### config.mk
export PLATFORM = sky130hd
export DESIGN_NAME = serial_subtractor_flat
export DESIGN_NICKNAME = d
export VERILOG_FILES = /design/src/rtl/serial_subtractor_if.sv /design/src/rtl/serial_subtractor.sv /design/src/flat_wrapper.sv
export SDC_FILE = /design/constraint.sdc
export NUM_CORES = 1
export LEC_CHECK = 0
export ABC_AREA = 1
export CAP_MARGIN = 20
export CORE_MARGIN = 2
export CORE_UTILIZATION = 45
export CTS_CLUSTER_DIAMETER = 80
export CTS_CLUSTER_SIZE = 24
export DETAILED_ROUTE_END_ITERATION = 10
export HOLD_SLACK_MARGIN = 0.12
export PLACE_DENSITY_LB_ADDON = 0.08
export REMOVE_ABC_BUFFERS = 1
export SLEW_MARGIN = 0
export SYNTH_ARGS = -nofsm -noshare
export SYNTH_HDL_FRONTEND = slang
export SYNTH_SLANG_ARGS = --single-unit
export TNS_END_PERCENT = 50
### constraint.sdc
create_clock -name clk -period 1.58 [get_ports clk]
set_input_delay 0.316 -clock clk [delete_from_list [all_inputs] [get_ports clk]]
set_output_delay 0.316 -clock clk [all_outputs]
set_load 0.05 [all_outputs]
### src/rtl/serial_subtractor_if.sv
// Operand/result bundle for the bit-serial subtractor: start/ready request side
// plus the done-qualified difference, borrow-out and overflow flags.
interface serial_subtractor_if #(
    parameter int unsigned WIDTH = 8
);
    logic             start;
    logic [WIDTH-1:0] a;
    logic [WIDTH-1:0] b;
    logic             b_in;
    logic             ready;
    logic             done;
    logic [WIDTH-1:0] diff;
    logic             b_out;
    logic             ovf;

    modport master (
        output start, a, b, b_in,
        input  ready, done, diff, b_out, ovf
    );

    modport slave (
        input  start, a, b, b_in,
        output ready, done, diff, b_out, ovf
    );
endinterface

### src/rtl/serial_subtractor.sv
// Bit-serial two's-complement subtractor: diff = a - b - b_in, one bit per clock,
// LSB first, with a registered borrow. Chain wide operations via b_in/b_out.
module serial_subtractor #(
    parameter int unsigned WIDTH = 8
) (
    input  logic                clk,
    input  logic                rst,
    serial_subtractor_if.slave  bus
);
    localparam int unsigned CNT_W = (WIDTH > 1) ? $clog2(WIDTH) : 1;

    localparam logic [1:0] S_IDLE = 2'd0;
    localparam logic [1:0] S_RUN  = 2'd1;
    localparam logic [1:0] S_DONE = 2'd2;

    logic [1:0]       state;
    logic [1:0]       state_nxt;
    logic [CNT_W-1:0] cnt;
    logic [WIDTH-1:0] a_sh;
    logic [WIDTH-1:0] b_sh;
    logic [WIDTH-1:0] res_sh;
    logic             borrow;

    logic             x_c;
    logic             y_c;
    logic             d_c;
    logic             br_nxt_c;
    logic             last_bit_c;
    logic [WIDTH-1:0] res_nxt_c;

    // Single full-subtractor cell applied to the current LSBs
    always_comb begin
        x_c        = a_sh[0];
        y_c        = b_sh[0];
        d_c        = x_c ^ y_c ^ borrow;
        br_nxt_c   = (~x_c & y_c) | (~(x_c ^ y_c) & borrow);
        last_bit_c = (cnt == CNT_W'(WIDTH - 1));
        res_nxt_c  = {d_c, res_sh[WIDTH-1:1]};
    end

    always_ff @(posedge clk) begin
        if (rst) begin
            state <= S_IDLE;
        end else begin
            state <= state_nxt;
        end
    end

    always_comb begin
        state_nxt = state;
        case (state)
            S_IDLE: if (bus.start) state_nxt = S_RUN;
            S_RUN:  if (last_bit_c) state_nxt = S_DONE;
            S_DONE: state_nxt = S_IDLE;
            default: state_nxt = S_IDLE;
        endcase
    end

    // Datapath and registered outputs; visible results change only on the final bit
    always_ff @(posedge clk) begin
        if (rst) begin
            bus.ready <= 1'b1;
            bus.done  <= 1'b0;
            bus.diff  <= '0;
            bus.b_out <= 1'b0;
            bus.ovf   <= 1'b0;
            cnt       <= '0;
            a_sh      <= '0;
            b_sh      <= '0;
            res_sh    <= '0;
            borrow    <= 1'b0;
        end else begin
            bus.ready <= (state_nxt == S_IDLE);
            bus.done  <= (state_nxt == S_DONE);
            case (state)
                S_IDLE: begin
                    if (bus.start) begin
                        a_sh   <= bus.a;
                        b_sh   <= bus.b;
                        borrow <= bus.b_in;
                        cnt    <= '0;
                    end
                end
                S_RUN: begin
                    a_sh   <= a_sh >> 1;
                    b_sh   <= b_sh >> 1;
                    res_sh <= res_nxt_c;
                    borrow <= br_nxt_c;
                    cnt    <= cnt + CNT_W'(1);
                    if (last_bit_c) begin
                        bus.diff  <= res_nxt_c;
                        bus.b_out <= br_nxt_c;
                        bus.ovf   <= (x_c != y_c) && (d_c != x_c);
                    end
                end
                default: ;
            endcase
        end
    end
endmodule
### src/flat_wrapper.sv
// flat-port wrapper written by rule: the top's interface ports become plain ports
module serial_subtractor_flat 
#(
    parameter int unsigned WIDTH = 8
)
  (clk, rst, bus_start, bus_a, bus_b, bus_b_in, bus_ready, bus_done, bus_diff, bus_b_out, bus_ovf);
  serial_subtractor_if #(.WIDTH(WIDTH)) bus_i ();
  input  logic clk;
  input  logic rst;
  input wire logic [$bits(bus_i.start)-1:0] bus_start;
  input wire logic [$bits(bus_i.a)-1:0] bus_a;
  input wire logic [$bits(bus_i.b)-1:0] bus_b;
  input wire logic [$bits(bus_i.b_in)-1:0] bus_b_in;
  output wire logic [$bits(bus_i.ready)-1:0] bus_ready;
  output wire logic [$bits(bus_i.done)-1:0] bus_done;
  output wire logic [$bits(bus_i.diff)-1:0] bus_diff;
  output wire logic [$bits(bus_i.b_out)-1:0] bus_b_out;
  output wire logic [$bits(bus_i.ovf)-1:0] bus_ovf;
  assign bus_i.start = bus_start;
  assign bus_i.a = bus_a;
  assign bus_i.b = bus_b;
  assign bus_i.b_in = bus_b_in;
  assign bus_ready = bus_i.ready;
  assign bus_done = bus_i.done;
  assign bus_diff = bus_i.diff;
  assign bus_b_out = bus_i.b_out;
  assign bus_ovf = bus_i.ovf;
  serial_subtractor #(.WIDTH(WIDTH)) u_core (.clk(clk), .rst(rst), .bus(bus_i));
endmodule
==> results.cfg <==
[outcome]
status = finished clean

[die]
die_area_sq_um = 4360
start_util_pct = 46.9
coreArea_sq_um = 3690
die_y_um = 66.0
fp.dieW_um = 66.0
std_cell_rows = 22
num_io_pins = 32

[synth]
synth_area_per_cell_sq_um = 7.01
synthesis.area_sq_um = 1730
synthDistinctLibCells = 18
synth_top_area_cell = dfxtp_1
synth_top_area_share_pct = 47.4
synth_cells = 247
ys_ff_latch = 41
yosysSeqAreaShare_pct = 47.4
synth.area.top_cells = dfxtp_1 47%, nand2_1 14%, nor2_1 11%
ys_warn_count = 0

[pwr]
intPower_w = 0.00174
combPwrFrac_pct = 12.9
peakVddDrop_mv = 0.701
sw_frac_of_total_pct = 23.9
seq_power_share_pct = 48.7
finalPower_w = 0.00228
switchingPower_w = 0.000546
pwr-share-clk_pct = 38.4
power_density_nw_per_um2 = 1030
p_leak_nw = 1.05

[detailed_routing]
drt_iter0_drc = 68
drt_wl_total_um = 3050
vias = 1464
dr.pass1.iters = 4
wl_per_cell_um = 9.18
drc = 0
final_antenna_net_count = 0
routed_via_density = 4.41

[critical_path]
cpMaxStageDelayCell = fa_1
start_kind = register
crit_fanout = 3
critPathMaxStageDelay_ns = 0.54
cpMostUsedCell = inv_1
crit_type = reg -> reg
crit_required_ns = 1.82
worstPathArrival_ns = 1.60
crit_chain = inv_1 -> fa_1 -> inv_1 -> nand2_1 -> nand3b_1 -> nand2_1 -> inv_1 -> nor2_1
rr_worst_depth = 8
endpoint_kind = register

[timing]
rsz0062_at_grt = false
fin_skew_ns = 0.00721
tightestPinTransition_ns = 0.235
setup_viol = 0
finalHoldViolCount = 0
tns_ns = 0
fmax_mhz = 732
fin_crit_sh_pct = 86.4
finalMaxSlewViolations = 0
slew_headroom_pct = 84.3
layout_min_cycle_time_ns = 1.37

[clock_tree]
cts_tree = built
cts_sinks = 41
cts_resized = 0
clockBufferDepth = 2
cts_root_buf = clkbuf_8
cts_buffers = 5
htree_levels = 2
cts_setup_buffers = 0
clk_pin_slew_ns = 0.08
clock_latency_ns = 0.29
ctsHoldBuffers = 0

[global_routing]
grt_overflow = 0
grt_max_degree = 35
grt_pass1_wl_um = 5260
grt_pass1_vias = 1254
antenna_found_initial = 0
gr-usage-all-layers_pct = 15.7

[placed_design]
placed_cell_area_sq_um = 2090
dp_hpwl_um = 2060
place_congestion = 0.754
port_buffers = 31

[layout]
most-common-layout-cells = 64 x nand2_1, 49 x nor2_1, 41 x dfxtp_1
drive_gt1_share_pct = 12.0
antenna_cells = 0
fill_cells = 379
syn_to_final_growth_pct = 27.5
multi_input_area_sq_um = 742
finalNetCount = 307
final_common_cell = nand2_1
seqCellArea_sq_um = 821
fin_area_sq_um = 2210

[job]
max_cap_violations = 0

[min_path]
holdCritPathClass = reg -> reg
hold_path_depth = 1
metrics by stage:
step                std cells  setup slack (ns)  hold WS (ns)  util, %
CTS                       332             0.200         0.465     59.9
detailed placement        324             0.126         0.452     56.6
global route              332            0.0559         0.483     59.9
finish                    332             0.214         0.462     59.9
floorplan                 237             0.162         0.385        -
global placement          324             0.146         0.449     56.6
cell families (layout without fill, tap and decap cells):
group                    after synthesis  in the layout  share of synthesized area (%)
AND/OR/NAND/NOR                      123            123                           28.0
flip-flops                            41             41                           47.4
buffers and inverters                 40             77                           9.75
AO/OA/AOI/OAI                         39             39                           11.5
adder cells (fa/ha/maj)                4              4                           3.32
per-layer routing:
metal	up-vias	wire length (um)	track usage (%)
met2	26	1250	23.9
met1	613	1610	20.4
met4	0	27	8.42
li1	823	-	-
met3	2	162	4.09
met5	-	0	0
power groups by stage:
stage,sequential (W),combinational [W],clock (W)
after floorplan,0.00114,0.000177,0
after global placement,0.00114,0.000295,0
after detailed placement,0.00114,0.000297,0
after CTS,0.00111,0.000298,0.000903
after global routing,0.00112,0.000341,0.000951
final,0.00111,0.000294,0.000877
worst max-delay path, delay by kind of cell (launching register included):
family | cells | cell delay (ns)
buf+inv | 3 | 0.17
fa+ha+maj | 1 | 0.54
simple gates | 4 | 0.26
flops | 1 | 0.34
cells in the mapped netlist:
master	number
clkbuf_1	1
a21oi_1	9
nand3b_1	1
buf_2	5
ha_1	3
o21ai_2	1
inv_1	28
buf_4	3
inv_2	2
fa_1	1
nand3_1	6
nand2_2	2
dfxtp_1	41
o21ai_0	29
nand2_1	64
clkbuf_2	1
nor2_1	49
nor2_4	1
path summary, 6_finish.rpt:
path                                startpoint        endpoint  slack (ns)
worst max-delay path            u_core.b_sh[0]  u_core.bus.ovf        0.21
worst max register to register  u_core.b_sh[0]  u_core.bus.ovf        0.21
worst min register to register   u_core.cnt[0]   u_core.cnt[0]        0.46
worst min-delay path             u_core.cnt[0]   u_core.cnt[0]        0.46
flip-flops by register name (all words and copies together), names as in the netlist:
register,flops
u_core.bus.b_out,1
u_core.b_sh,8
u_core.bus.ready,1
u_core.state,2
u_core.cnt,3
u_core.borrow,1
u_core.res_sh,7
u_core.bus.ovf,1
u_core.a_sh,8
u_core.bus.done,1
u_core.bus.diff,8
cell type report:
cell class | instances | share of cell area [%]
inverters | 30 | 5.10
flip-flops and latches | 41 | 37.2
multi-input cells | 166 | 33.6
repair buffers | 39 | 16.0
well taps | 48 | 2.72
clock buffers | 6 | 3.74
clock inverters | 2 | 1.70
Note: power is estimated with default switching activity, not from simulation.
